$ cat src/rtl/closest_hit_scheduler.sv
// closest_hit_scheduler: streams one ray against a contiguous triangle list
// through the shared intersection unit and reports the closest hit.
//
// Ports:
//   i_clk, i_rst             clock, synchronous active-high reset
//   i_start, i_ray,          start pulse (accepted while o_busy=0) with the
//   i_base, i_num_tri        ray, first triangle address and triangle count
//   o_busy                   ray in progress, through the o_done cycle
//   o_mem_rd, o_mem_addr     triangle memory read port
//   i_mem_data               triangle vertices, valid 1 cycle after o_mem_rd
//   o_int_en, o_int_tri,     issue port to the intersection unit
//   o_int_ray
//   i_int_valid,             in-order results from the intersection unit
//   i_int_result, i_int_t
//   o_done, o_hit, o_t,      final result; held until the next ray's done
//   o_tri_idx
module closest_hit_scheduler #(
  parameter int IDX_W        = 10,
  parameter int MAX_INFLIGHT = 16
) (
  input  logic                     i_clk,
  input  logic                     i_rst,
  input  logic                     i_start,
  input  logic [1:0][2:0][31:0]    i_ray,
  input  logic [IDX_W-1:0]         i_base,
  input  logic [IDX_W-1:0]         i_num_tri,
  output logic                     o_busy,
  output logic                     o_mem_rd,
  output logic [IDX_W-1:0]         o_mem_addr,
  input  logic [2:0][2:0][31:0]    i_mem_data,
  output logic                     o_int_en,
  output logic [2:0][2:0][31:0]    o_int_tri,
  output logic [1:0][2:0][31:0]    o_int_ray,
  input  logic                     i_int_valid,
  input  logic                     i_int_result,
  input  logic signed [31:0]       i_int_t,
  output logic                     o_done,
  output logic                     o_hit,
  output logic signed [31:0]       o_t,
  output logic [IDX_W-1:0]         o_tri_idx
);

  localparam int CW = $clog2(MAX_INFLIGHT) + 1;

  typedef enum logic [1:0] {
    IDLE,
    ISSUE,
    DRAIN,
    DONE
  } state_e;

  state_e                 state_q;
  logic [IDX_W-1:0]       base_q;
  logic [IDX_W-1:0]       num_q;
  logic [IDX_W-1:0]       issue_q;
  logic [IDX_W-1:0]       ret_q;
  logic [IDX_W-1:0]       best_idx_q;
  logic signed [31:0]     best_t_q;
  logic                   hit_q;
  logic [CW-1:0]          infl_q;

  logic can_issue;
  logic ret_ok;
  logic better;

  // A read is launched only while the credit window has room; the credit
  // is taken at the read so the memory latency is covered by the limit.
  assign can_issue = (state_q == ISSUE)
                   && (issue_q < num_q)
                   && (infl_q < CW'(MAX_INFLIGHT));

  // Results outside an active ray belong to an abandoned ray.
  assign ret_ok = i_int_valid
                && ((state_q == ISSUE) || (state_q == DRAIN));

  // Strict less-than keeps the earlier index on equal distances.
  assign better = i_int_result
                && (!hit_q || (i_int_t < best_t_q));

  // The synchronous memory output is the triangle register feeding the
  // intersection unit; it lines up with o_int_en by construction.
  assign o_int_tri = i_mem_data;

  always_ff @(posedge i_clk) begin
    if (i_rst) begin
      state_q    <= IDLE;
      base_q     <= '0;
      num_q      <= '0;
      issue_q    <= '0;
      ret_q      <= '0;
      best_idx_q <= '0;
      best_t_q   <= '0;
      hit_q      <= 1'b0;
      infl_q     <= '0;
      o_busy     <= 1'b0;
      o_mem_rd   <= 1'b0;
      o_mem_addr <= '0;
      o_int_en   <= 1'b0;
      o_int_ray  <= '0;
      o_done     <= 1'b0;
      o_hit      <= 1'b0;
      o_t        <= '0;
      o_tri_idx  <= '0;
    end else begin
      o_done   <= 1'b0;
      o_mem_rd <= 1'b0;
      o_int_en <= o_mem_rd;

      infl_q <= infl_q
              + {{(CW-1){1'b0}}, can_issue}
              - {{(CW-1){1'b0}}, ret_ok};

      if (ret_ok) begin
        ret_q <= ret_q + IDX_W'(1);
        if (better) begin
          best_t_q   <= i_int_t;
          best_idx_q <= ret_q;
          hit_q      <= 1'b1;
        end
      end

      unique case (state_q)
        IDLE: begin
          // o_done is high in the first IDLE cycle: busy ends there.
          if (o_done) begin
            o_busy <= 1'b0;
          end
          if (i_start && !o_busy) begin
            o_int_ray  <= i_ray;
            base_q     <= i_base;
            num_q      <= i_num_tri;
            issue_q    <= '0;
            ret_q      <= '0;
            infl_q     <= '0;
            best_idx_q <= '0;
            best_t_q   <= '0;
            hit_q      <= 1'b0;
            o_busy     <= 1'b1;
            state_q    <= (i_num_tri != '0) ? ISSUE : DONE;
          end
        end
        ISSUE: begin
          if (can_issue) begin
            o_mem_rd   <= 1'b1;
            o_mem_addr <= base_q + issue_q;
            issue_q    <= issue_q + IDX_W'(1);
          end else if (issue_q == num_q) begin
            state_q <= DRAIN;
          end
        end
        DRAIN: begin
          if (ret_q == num_q) begin
            state_q <= DONE;
          end
        end
        DONE: begin
          o_done    <= 1'b1;
          o_hit     <= hit_q;
          o_t       <= hit_q ? best_t_q : '0;
          o_tri_idx <= hit_q ? best_idx_q : '0;
          state_q   <= IDLE;
        end
      endcase
    end
  end

endmodule

$ cat config.mk
export PLATFORM = sky130hd
export DESIGN_NAME = closest_hit_scheduler
export DESIGN_NICKNAME = d
export VERILOG_FILES = /design/src/rtl/closest_hit_scheduler.sv
export SDC_FILE = /design/constraint.sdc
export NUM_CORES = 1
export LEC_CHECK = 0
export CAP_MARGIN = 20
export CORE_AREA = 2 2 416 418
export DETAILED_ROUTE_END_ITERATION = 10
export DIE_AREA = 0 0 418 420
export GPL_TIMING_DRIVEN = 0
export PLACE_DENSITY = 0.32
export SLEW_MARGIN = 30
export SYNTH_ARGS = -nofsm -noshare
export SYNTH_HDL_FRONTEND = slang
export SYNTH_SLANG_ARGS = --single-unit
$ cat constraint.sdc
create_clock -name i_clk -period 2.7 [get_ports i_clk]
set_input_delay 0.54 -clock i_clk [delete_from_list [all_inputs] [get_ports i_clk]]
set_output_delay 0.54 -clock i_clk [all_outputs]
set_load 0.05 [all_outputs]
# [Yosys cells after proc, flatten, opt, wreduce, memory -nomap -nowiden]
# Cells that the tools add are included.
[classes] addsub=5 n_lt_le_gt_ge=3 eq_ne=10 muxes=32 bitwise=1 reduce_logical=19
[ops] cell="two-way mux 32 bit" n=5
[ops] cell="two-way mux 10 bit" n=10
[ops] cell="< comparator 32 bit" n=1
[ops] cell="adder 10 x 1 -> 10 bit (second input constant)" n=2
[ops] cell="== test 10 bit" n=2
[ops] cell="one-hot mux 10 bit (2 select lines)" n=1
[ops] cell="adder 10 bit" n=1
[ops] cell="< comparator 10 bit" n=1
[ops] cell="two-way mux 2 bit" n=5
[ops] cell="two-way mux 5 bit" n=2
[ops] cell="nonzero test 10 bit" n=1
[ops] cell="two-way mux 1 bit" n=8
[ops] cell="one-hot mux 2 bit (4 select lines)" n=1
[ops] cell="!= test 2 bit (second input constant)" n=3
[ops] cell="AND reduction 2 bit" n=3
[ops] cell="adder 5 x 1 -> 5 bit" n=1
[ops] cell="logical AND 1 bit" n=5
[ops] cell="< comparator 5 bit (second input constant)" n=1
[ops] cell="subtractor 5 x 1 -> 5 bit" n=1
[ops] cell="== test 2 bit (second input constant)" n=2
[ops] cell="!= test 2 x 1 -> 1 bit (second input constant)" n=2
[ops] cell="AND reduction 4 bit" n=1
[ops] cell="nonzero test 2 bit" n=2
[ops] cell="AND reduction 3 bit" n=1
[ops] cell="other kinds (6)" n=8
[word_totals] reg_bits=339 elab_cells=93

# [Logic depth before layout (Yosys ltp)]
[depth] depth_word=7 ltp_mapped=19

# [Least setup slack after synthesis]
# Ideal clock, no wire load.
[synth_timing] kind="register to register" startpoint="register num_q[5]" endpoint="register infl_q[4]" setup_time_ps=120 arrival_time_ps=2920 required_ps=2580 slack_ps=-340 stages_incl_launch_ff=20 n_path_buf=2 synth_period_minus_slack_ps=3040 cell_sequence="dfxtp_1 -> inv_1 -> ha_1 -> a211oi_1 -> o211ai_1 -> nand2_1 -> and2_1 -> clkbuf_1 -> inv_1 -> buf_2 -> ha_1 -> inv_1 -> ha_1 -> inv_1 -> fa_1 -> inv_1 -> a21o_1 -> a21oi_1 -> xnor2_1 -> nor2_1"
[synth_via] elab_chain_len=7
[synth_rtl] element="from (decl)" line_no="54" source="logic [IDX_W-1:0] num_q;"
[synth_rtl] element="from (signal assigned)" line_no="131" source="num_q <= i_num_tri;"
[synth_rtl] element="< comparator 10 bit (*)" line_no="69" source="&& (issue_q < num_q)"
[synth_rtl] element="logical AND 1 bit (*)" line_no="69"
[synth_rtl] element="logical AND 1 bit (*)" line_no="70" source="&& (infl_q < CW'(MAX_INFLIGHT));"
[synth_rtl] element="adder 5 x 1 -> 5 bit (*)" line_no="110" source="+ {{(CW-1){1'b0}}, can_issue}"
[synth_rtl] element="subtractor 5 x 1 -> 5 bit (*)" line_no="111" source="- {{(CW-1){1'b0}}, ret_ok};"
[synth_rtl] element="two-way mux 5 bit" line_no="128" source="if (i_start && !o_busy) begin"
[synth_rtl] element="two-way mux 5 bit (*)" line_no="122" source="unique case (state_q)"
[synth_rtl] element="to (signal assigned)" line_no="109" source="infl_q <= infl_q"
[synth_rtl] element="to (decl)" line_no="60" source="logic [CW-1:0] infl_q;"
# Every way passes the cells marked *; elsewhere a longest branch is shown, timed or not.
# A chain may end at the register's enable or synchronous reset.

# [Final worst setup path]
[layout_timing] startpoint="register num_q[9]" endpoint="register infl_q[4]"
# Same word-level chain as after synthesis.

==> metrics.txt <==
wire length of the first global-routing pass=124000 um; part of the power in the clock network=0.320; warning count from the yosys run=0; series of cell instances along the critical path=inv_4 -> ha_4 -> nor3b_4 -> buf_4 -> a21oi_2 -> o21ai_2 -> and2_4 -> inv_12 -> ha_4 -> inv_4 -> ha_4 -> inv_2 -> fa_2 -> inv_1 -> a21o_1 -> a21oi_2 -> xnor2_1 -> nor2_1; grt met1 use=0.119; clock transition time at the flip-flop clock pins of the worst setup and hold paths=0.07 ns; largest net degree at the start of global routing=14; most numerous cell on the critical path=ha_4; count of non-filler cells in the finished layout=5122; starting DRC count in detailed routing=692; starting density of the core=0.0950; number of buffers inserted during clock tree synthesis=50; peak-usage layer in the global routing report=met2; switching share of power=0.408; number of nets in the layout=3453; total detailed-routing wirelength=93400 um; die boundary height=420 um; CP startpoint kind=flip-flop; worst min path class=in -> reg; leading cell types by count after synthesis=nand2_1 (468), dfxtp_1 (339), buf_4 (290); summed area of non-filler cells in the final layout=29200 um2; final setup vio count=0; maximum vdd ir drop=0.448 mV; Antenna Nets Post-Route=0; layout overhead on the synthesized area=79.9%; placed cells=5010; setup repair after global routing missed its margin=true; ys async rst share=0; transition time of the tightest slew-check pin=0.825 ns; maximum achievable frequency=375 MHz; placeable core area=171000 um2; Max Buffers Root-to-Sink=3; worst reg2reg endpoint=infl_q[4]; area of combinational cells with multiple inputs=6770 um2; worst-path fanout max=3; outcome=complete, no violations; Worst Hold Path EP=o_int_ray[89]; number of top-level pins=1074; top area cells in the synthesized netlist=dfxtp_1 (42%), buf_4 (13%), nand2_1 (11%), a21oi_1 (7.9%), ha_1 (4.7%); initial antenna violation count=18; FF+latch area=6840 um2; P per Cell Area=740 nW/um2; endpoint type of the worst setup path=flip-flop; largest area contributor in the synthesized netlist=dfxtp_1; routed via count divided by cell count=3.21; HPWL after DPL=74800 um; start point of the worst min-delay path=i_ray[89]; share of the synthesized area in compound gates (AO/OA/AOI/OAI)=0.165; Synth cell types=56; share of Yosys cell area claimed by the top area cell type=0.418; count of flip-flops with a built-in enable after synthesis=0; clock latency reported for the late side of the worst-skew pair=0.65 ns; number of pins with negative max-slew slack in the final report=0; post-synthesis simple-gate area fraction=0.166; Crit Reg-Reg Startpoint=num_q[9]; Synth Net Count=2592; xor/xnor cell area share of the yosys netlist=0.0167; area enclosed by the die boundary=176000 um2; final-report hold violation count=0; Leakage Power=0.0106 uW; CTS root buf=clkbuf_16; top-count cell post-synth=nand2_1; cells after synthesis=1992; combinational family with the most area after synthesis=buffers and inverters; biggest cell delay along the critical path=0.39 ns; Total GRT Usage=0.0999; share of synthesized area spent on multiplexers=0.000616; ratio of final minimum period to clock period=0.988; fin util=0.171; sequential-to-total area share from yosys stat=0.418; relative slew slack=0.450; part of the total power dissipated in combinational logic=0.399; net load switching power=8830 uW; met3 demand-to-capacity share in global routing=0.0248; Worst EP arrival=3.18 ns; fraction of layout instances using a drive strength above 1=0.206; number of cell rows=152; cell area reported after detailed placement=27000 um2; via count of the first global-routing pass=16100; Buffers on Ports=785; worst path required time=3.21 ns; final clock skew=0.0351 ns; Hold Path Cell Cnt=3; fill cell instance count of the final layout=19200; area share of fa/ha/maj cells after synthesis=0.0495; most instantiated flip-flop cell in the synthesis netlist=dfxtp_1; worst-path cell with the longest stage delay=dfxtp_4; GP Congestion=0.761; CTS H-tree depth=2; DR DRC count=0; max-capacitance violation count=0; die width=418 um; CTS tree=built; met2 track utilization from global routing=0.176; Post-Syn Area=16200 um2; Sink Count=339; R2R cell count=18; Seq pwr share=0.282; critical path start-end classification=reg -> reg; internal power of the cells=12800 uW; flop-to-flop setup slack=0.03 ns; final worst path period need=2.67 ns; synthesis-stage register bit count=339; setup tns final=0 ns; detail-routed net length per standard cell=18.2 um; Via Count=16400; total iterations of the first detailed-routing run=5; Mapped Avg Cell Area=8.15 um2; total grt overflow=0
-- flip-flops by register name, summed over array words and instances (netlist names) --
register    cells
base_q         10
best_idx_q     10
best_t_q       32
hit_q           1
infl_q          5
issue_q        10
num_q          10
o_busy          1
o_done          1
o_hit           1
o_int_en        1
o_int_ray     192
o_mem_addr     10
o_mem_rd        1
o_t            32
o_tri_idx      10
ret_q          10
state_q         2
-- routing by layer --
layer	vias to the layer above	wire length, um	share of wire
met2	616	47500	0.51
li1	8108	-	-
met4	2	2220	0.024
met3	109	5650	0.061
met1	7605	38000	0.41
met5	-	13	0.00014
-- worst max path at each step --
stage / startpoint / endpoint / slack [ns] / cells after the start
6_report: num_q[9] / infl_q[4] / 0.03 / 18
5_1_grt: num_q[9] / infl_q[4] / -0.14 / 18
4_1_cts: num_q[9] / infl_q[4] / -0.07 / 18
3_5_place_dp: i_int_t[30] / best_t_q[12] / -0.78 / 9
3_3_place_gp: i_start / o_int_ray[152] / -1.29 / 7
2_1_floorplan: num_q[8] / infl_q[4] / 0.02 / 19
-- power by group through the flow --
stage	combinational [uW]	clock (uW)	sequential [uW]
after global placement	8350	0	6180
after floorplan	3430	0	7660
final	8620	6920	6100
after global routing	9290	7460	6180
after CTS	8720	7310	6100
after detailed placement	8300	0	6190
-- worst max-delay path, delay by kind of cell, from the launching register on --
family                   cells  cell delay (ns)
buffers and inverters        6             0.36
XOR/XNOR                     1             0.13
flip-flops                   1             0.39
AND/OR/NAND/NOR              3             0.47
adder cells (fa/ha/maj)      4             0.75
AO/OA/AOI/OAI                4             0.41
-- timing repair --
item | in CTS | in global routing
cloned | 0 | 2
buffers inserted | 19 | 11
setup endpoints to repair | 234 | 159
gates resized for setup | 70 | 81
pin swaps | 16 | 24
hold buffers | 0 | 0
hold endpoints to repair | 0 | 0
-- layout by cell type (no fill, tap or decap), types with 4 or more instances in the layout --
cell type	count
o21ai_1	4
a21oi_1	250
nor3_1	7
a21oi_2	45
diode_2	5
clkbuf_16	50
buf_4	321
a211oi_1	4
o21ai_2	4
buf_2	31
nand4_1	51
nand2_1	468
inv_2	4
nor4_1	5
o21ai_0	17
dfxtp_4	10
nor2_1	69
xnor2_1	10
clkbuf_8	13
xor2_1	21
a22oi_1	42
o31ai_2	16
dfxtp_2	9
clkbuf_2	27
and2_1	4
ha_1	51
ha_4	9
buf_6	8
o31ai_1	29
clkbuf_4	9
bufinv_16	5
inv_1	54
and3_1	5
clkbuf_1	48
dfxtp_1	320
clkdlybuf4s50_1	783
or3_1	7
nand2b_1	5
-- cell type report --
cell class | count | area share
Antenna cell | 5 | 0.000428
Clock buffer | 70 | 0.0488
Inverter | 63 | 0.00878
Buffer | 412 | 0.0976
Clock inverter | 13 | 0.00771
Multi-Input combinational cell | 1175 | 0.231
Timing Repair Buffer | 812 | 0.276
Tap cell | 2233 | 0.0956
Sequential cell | 339 | 0.234
-- per-stage QoR --
step	hold WS (ns)	power (uW)	worst slack, ns
floorplan	0.441	11100	0.0190
global placement	0.442	14500	-1.29
detailed placement	0.445	14500	-0.778
CTS	0.341	22100	-0.0662
global route	0.391	22900	-0.136
finish	0.429	21600	0.0331
-- kinds of logic after synthesis --
family                   Yosys count
XOR/XNOR                          31
multiplexers                       1
flip-flops                       339
AO/OA/AOI/OAI                    438
AND/OR/NAND/NOR                  642
adder cells (fa/ha/maj)           63
buffers and inverters            478
Note: power is estimated with default switching activity, not from simulation.
